<file path="src/rtl/button_debouncer.sv">
// ---------------------------------------------------------------------------
// button_debouncer
//
// Turns a raw, asynchronous, possibly bouncing push-button level into a clean
// debounced level. The raw input passes through a two-flop synchronizer. A new
// level is accepted only after it has been sampled for STABLE_CYCLES
// consecutive cycles.
//
// Parameters
//   STABLE_CYCLES : consecutive synchronized samples a new level must hold
//                   before `pressed` follows it (>= 1)
//
// Ports
//   clk     in  : system clock, rising-edge active
//   reset   in  : asynchronous active-high reset, clears all state
//   key     in  : raw button level (1 = depressed), asynchronous to clk
//   pressed out : debounced level, registered (1 = button held)
//   busy    out : registered, 1 while a candidate level change is being
//                 qualified (counter nonzero)
// ---------------------------------------------------------------------------
module button_debouncer #(
    parameter int STABLE_CYCLES = 4
) (
    input  logic clk,
    input  logic reset,
    input  logic key,
    output logic pressed,
    output logic busy
);

    localparam int CW = $clog2(STABLE_CYCLES + 1);

    // Count value at which the next mismatching sample completes qualification.
    localparam logic [CW-1:0] CNT_LAST = CW'(STABLE_CYCLES - 1);
    localparam logic [CW-1:0] CNT_ONE  = CW'(1);
    localparam logic [CW-1:0] CNT_ZERO = '0;

    typedef enum logic [1:0] {
        ST_RELEASED,
        ST_PRESS_WAIT,
        ST_PRESSED,
        ST_RELEASE_WAIT
    } state_t;

    state_t        r_state;
    logic          r_sync1;
    logic          r_sync2;
    logic [CW-1:0] r_cnt;
    logic          r_pressed;
    logic          r_busy;

    assign pressed = r_pressed;
    assign busy    = r_busy;

    // Single state machine. `pressed` and `busy` are registered alongside the
    // state so that they change exactly on the edge that changes the state or
    // the counter, with no combinational decode on the outputs.
    always_ff @(posedge clk or posedge reset) begin
        if (reset) begin
            r_sync1   <= 1'b0;
            r_sync2   <= 1'b0;
            r_state   <= ST_RELEASED;
            r_cnt     <= CNT_ZERO;
            r_pressed <= 1'b0;
            r_busy    <= 1'b0;
        end else begin
            // Two-flop synchronizer; only r_sync2 feeds the decision logic.
            r_sync1 <= key;
            r_sync2 <= r_sync1;

            case (r_state)
                ST_RELEASED: begin
                    r_pressed <= 1'b0;
                    if (r_sync2) begin
                        // A one-cycle qualification window means the first
                        // mismatching sample is already enough.
                        if (STABLE_CYCLES == 1) begin
                            r_state   <= ST_PRESSED;
                            r_pressed <= 1'b1;
                            r_cnt     <= CNT_ZERO;
                            r_busy    <= 1'b0;
                        end else begin
                            r_state <= ST_PRESS_WAIT;
                            r_cnt   <= CNT_ONE;
                            r_busy  <= 1'b1;
                        end
                    end else begin
                        r_cnt  <= CNT_ZERO;
                        r_busy <= 1'b0;
                    end
                end

                ST_PRESS_WAIT: begin
                    if (!r_sync2) begin
                        // Sample matches the current level: abort, drop count.
                        r_state <= ST_RELEASED;
                        r_cnt   <= CNT_ZERO;
                        r_busy  <= 1'b0;
                    end else if (r_cnt == CNT_LAST) begin
                        r_state   <= ST_PRESSED;
                        r_pressed <= 1'b1;
                        r_cnt     <= CNT_ZERO;
                        r_busy    <= 1'b0;
                    end else begin
                        r_cnt <= r_cnt + CNT_ONE;
                    end
                end

                ST_PRESSED: begin
                    r_pressed <= 1'b1;
                    if (!r_sync2) begin
                        if (STABLE_CYCLES == 1) begin
                            r_state   <= ST_RELEASED;
                            r_pressed <= 1'b0;
                            r_cnt     <= CNT_ZERO;
                            r_busy    <= 1'b0;
                        end else begin
                            r_state <= ST_RELEASE_WAIT;
                            r_cnt   <= CNT_ONE;
                            r_busy  <= 1'b1;
                        end
                    end else begin
                        r_cnt  <= CNT_ZERO;
                        r_busy <= 1'b0;
                    end
                end

                ST_RELEASE_WAIT: begin
                    if (r_sync2) begin
                        r_state <= ST_PRESSED;
                        r_cnt   <= CNT_ZERO;
                        r_busy  <= 1'b0;
                    end else if (r_cnt == CNT_LAST) begin
                        r_state   <= ST_RELEASED;
                        r_pressed <= 1'b0;
                        r_cnt     <= CNT_ZERO;
                        r_busy    <= 1'b0;
                    end else begin
                        r_cnt <= r_cnt + CNT_ONE;
                    end
                end

                default: begin
                    r_state   <= ST_RELEASED;
                    r_pressed <= 1'b0;
                    r_cnt     <= CNT_ZERO;
                    r_busy    <= 1'b0;
                end
            endcase
        end
    end

endmodule

</file>
<file path="config.mk">
export PLATFORM = sky130hd
export DESIGN_NAME = button_debouncer
export DESIGN_NICKNAME = d
export VERILOG_FILES = /design/src/rtl/button_debouncer.sv
export SDC_FILE = /design/constraint.sdc
export NUM_CORES = 1
export LEC_CHECK = 0
export BUFFER_PORTS_ARGS = -buffer_cell sky130_fd_sc_hd__buf_2
export CORE_AREA = 2 2 39 41
export DETAILED_ROUTE_END_ITERATION = 6
export DIE_AREA = 0 0 41 43
export GPL_ROUTABILITY_DRIVEN = 0
export PLACE_DENSITY = 0.52
export SKIP_CTS_REPAIR_TIMING = 1
export SYNTH_ARGS = -nofsm -noshare
export SYNTH_HDL_FRONTEND = slang
export SYNTH_SLANG_ARGS = --single-unit
</file>
<file path="constraint.sdc">
create_clock -name clk -period 1.66 [get_ports clk]
set_input_delay 0.083 -clock clk [delete_from_list [all_inputs] [get_ports clk]]
set_output_delay 0.083 -clock clk [all_outputs]
set_load 0.02 [all_outputs]
</file>
# == Word-level counts from Yosys, hierarchy flattened ==
# Cells that the tools add are included.
# op_classes
muxes,24
eq_ne,12
n_reduce_logical,3
add_sub_neg,1
# op_table
op,count
two-way mux 2 bit,6
"inequality test 2 bit, second input constant",6
case mux 3 bit (4 select lines),1
two-way mux 1 bit,11
two-way mux 3 bit,3
case mux 1 bit (4 select lines),2
case mux 2 bit (4 select lines),1
AND reduction 4 bit,2
"inequality test 3 bit, second input constant",2
"equality test 2 bit, second input constant",2
"adder 3 x 1 -> 3 bit, second input constant",1
"equality test 3 x 2 -> 1 bit, second input constant",1
"equality test 2 x 1 -> 1 bit, second input constant",1
logical NOT 2 bit,1
# word_totals
wordCells,46
inputBits,3
output_inout_bits,2
reg_bits,9

# == Logic depth before layout (Yosys ltp) ==
# logic_depth
ltp_word,4
depth_mapped,6
ltp_nobuf,6

# == Worst setup path before layout ==
# OpenSTA, ideal clock, no wires.
# synth_timing
path_type,reg-to-reg
from,register r_state[0]
to,register (tool-made name)
setup_slack_ns,0.370
period_less_slack_ns,1.290
t_arrival_ns,1.172
stages_incl_launch_ff,6
path_buffers,0
t_required_ns,1.542
setup_time_ns,0.118
cell_sequence,dfrtp_1 > inv_1 > ha_1 > a211oi_4 > a21oi_1 > a21o_1
# synth_lines
element,line_no,text
from (decl),45,state_t r_state;
from (signal assigned),62,r_state <= ST_RELEASED;
from (signal assigned),78,r_state <= ST_PRESSED;
from (signal assigned),83,r_state <= ST_PRESS_WAIT;

==> results.md <==
* CP Capture Type: flip-flop
* Clock skew at 3.138 ps
* CP required at 1800 ps
* Drt wl/cell at 11.00 microns
* Post-Syn Instances at 45
* Routed WL at 770 microns
* Max Transition Viols Final at 0
* Initial DRC Count at 2
* Cell row count at 14
* Area Overhead vs Synth at 14.85%
* Final instance count without filler cells at 70
* GRT Total Usage at 12.08%
* Hold slack at 339.3 ps
* Share of cells above drive strength 1 at 20.37%
* Syn_nets at 54
* Core footprint at 1384 sq um
* Die ar. at 1763 sq um
* Yosys warnings at 0
* Yosys cell types at 22
* Reg2reg setup slack at 270 ps
* Crit Path Category: flip-flop to flip-flop
* Final-report hold violation count at 0
* Yosys reg bits at 9
* Final net count at 64
* Vias in the first global route at 348
* Clk slew on worst S/H paths at 60 ps
* # H-tree levels at 1
* Tcrit/Tclk final at 83.96%
* CTS root buf: clkbuf_4
* Initial antenna violation count at 0
* Vias at 335
* Max-cap violations at 0
* Data arrival, critical path at 1540 ps
* R2R depth at 5
* Clock latency on the worst-skew pair at 250 ps
* Post-synth EDFFs at 0
* Fmax at 717.5 MHz
* Drt pass-1 iters at 3
* Final ANT Viol Nets at 0
* # setup viols final at 0
* Finished Core Util at 41.95%
* Ant. Diodes at 0
* Drt drc at 0
* Placed Cells at 64
* Async SR Flop Fraction at 100.0%
* Initial Util at 36.53%
* Avg Inst Size Synth at 11.23 sq um
* Die extent in y at 43 microns
* Clock Tree Buf Depth at 2
* Max stage delay on crit path at 410 ps
* Placed cell area at 534.3 sq um
* Outcome: completed
* First-pass GRT wire length at 1.414 mm
* Slowest cell on crit path: dfrtp_1
* Largest net degree at the start of global routing at 10
* Maximum vdd drop at 0.7376 mV
* CTS tree: yes
* # IOs at 5
* Grt ovf at 0
* Crit-path cells: inv_1 > ha_1 > a211oi_4 > a21oi_1 > a21o_1
* Vias per inst at 4.786
* Crit path launch type: flip-flop
* CP Max Fanout at 5
* Tmin final at 1394 ps
* Max_slew headroom at 77.23%
* HPWL after DPL at 580.7 microns
* Static Leak at 0.0002828 uW
* Cell area after synthesis at 505.5 sq um
* Seq/Total Area, Yosys at 44.55%
* Die width at 41 microns
* Final TNS setup at 0 ps
* Worst-Margin Slew at 341.2 ps
* Port-buffer cells at 4
* CTS buffer count at 3
* CTS Sinks at 9
* Power Dens Cells at 1706 nW/um^2
* Ys flop type: dfrtp_1
* RSZ-0062 raised after global routing: false
* Reg2reg start: r_state[0]$_DFFE_PP0P_
* Hold Crit Class: input port to asynchronous set/reset pin
* Fin area at 580.6 sq um
[synth_stat cells (2+ instances only)]
cell,instances,area [sq um]
a21oi_1,3,15.01
nor2_1,3,11.26
dfrtp_1,9,225.2
inv_1,5,18.77
o21ai_0,2,10.01
ha_1,6,75.07
mux2i_1,2,20.02
[layout make-up]
class | count | area [sq um]
Fill cell | 138 | 803.3
Tap cell | 16 | 20.02
Multi-Input combinational cell | 30 | 250.2
Inverter | 5 | 18.77
Clock buffer | 4 | 26.28
Timing Repair Buffer | 6 | 40.04
Sequential cell | 9 | 225.2
[worst max-delay path by stage]
stage | slack [ps] | cells after the start | from | endpoint
after floorplan | 370 | 5 | r_state[0]$_DFFE_PP0P_ | flip-flop
after global placement | 270 | 6 | r_state[0]$_DFFE_PP0P_ | r_state[0]$_DFFE_PP0P_
after detailed placement | 280 | 5 | r_state[0]$_DFFE_PP0P_ | flip-flop
after CTS | 270 | 5 | r_state[0]$_DFFE_PP0P_ | flip-flop
after global routing | 120 | 6 | flip-flop | busy$_DFF_PP0_
final | 270 | 5 | r_state[0]$_DFFE_PP0P_ | flip-flop
[report_power, final]
part	leakage (uW)	total (uW)	switching [uW]	internal (uW)
Sequential	0.000112	338	48.0	290
Clock	0.0000150	165	72.9	92.4
Combinational	0.000156	487	274	213
[worst max-delay path, delay by kind of cell, from the launching register on]
kind	cells	cell delay [ps]
buffers and inverters	1	120
DFF	1	410
adders and majority gates	1	260
AOI/OAI and AO/OA	3	510
[logic make-up after synthesis]
group / count (synthesis) / synth area share (%)
buffers and inverters: 6 / 5.941
AO/OA/AOI/OAI: 12 / 18.07
AND/OR/NAND/NOR: 10 / 12.62
flip-flops: 9 / 44.56
multiplexers: 2 / 3.961
adder cells (fa/ha/maj): 6 / 14.85
[through the flow]
stage          total power (uW)  setup WS, ps
6_report                  990.5         266.3
5_1_grt                    1096         118.2
4_1_cts                    1005         267.8
3_5_place_dp              830.6         279.3
3_3_place_gp              833.3         269.6
2_1_floorplan             735.2         369.8
[cell usage in the layout, fill, tap and decap left out]
| cell | instances |
|---|---|
| clkbuf_4 | 3 |
| dlygate4sd3_1 | 2 |
| mux2i_1 | 2 |
| dfrtp_1 | 9 |
| o21ai_0 | 2 |
| buf_2 | 4 |
| clkbuf_1 | 1 |
| o21a_1 | 1 |
| ha_1 | 6 |
| o31ai_1 | 1 |
| a21oi_1 | 3 |
| a21o_1 | 1 |
| o22ai_1 | 1 |
| a211oi_4 | 1 |
| nand2b_1 | 1 |
| nor3b_1 | 1 |
| nor2_1 | 3 |
| nand2b_4 | 1 |
| nor4b_1 | 1 |
| and3_2 | 1 |
| nand2_1 | 1 |
| o21ai_1 | 1 |
| nor3_1 | 1 |
| a211oi_2 | 1 |
| inv_1 | 5 |
[routing by layer]
layer	part of all wire (%)	global-route usage, %	routed length [microns]
met3	3.5	1.571	27
met5	0	0	0
met2	48	16.88	368
met4	1.4	10.00	11
met1	47	15.67	363
Note: power is estimated with default switching activity, not from simulation.
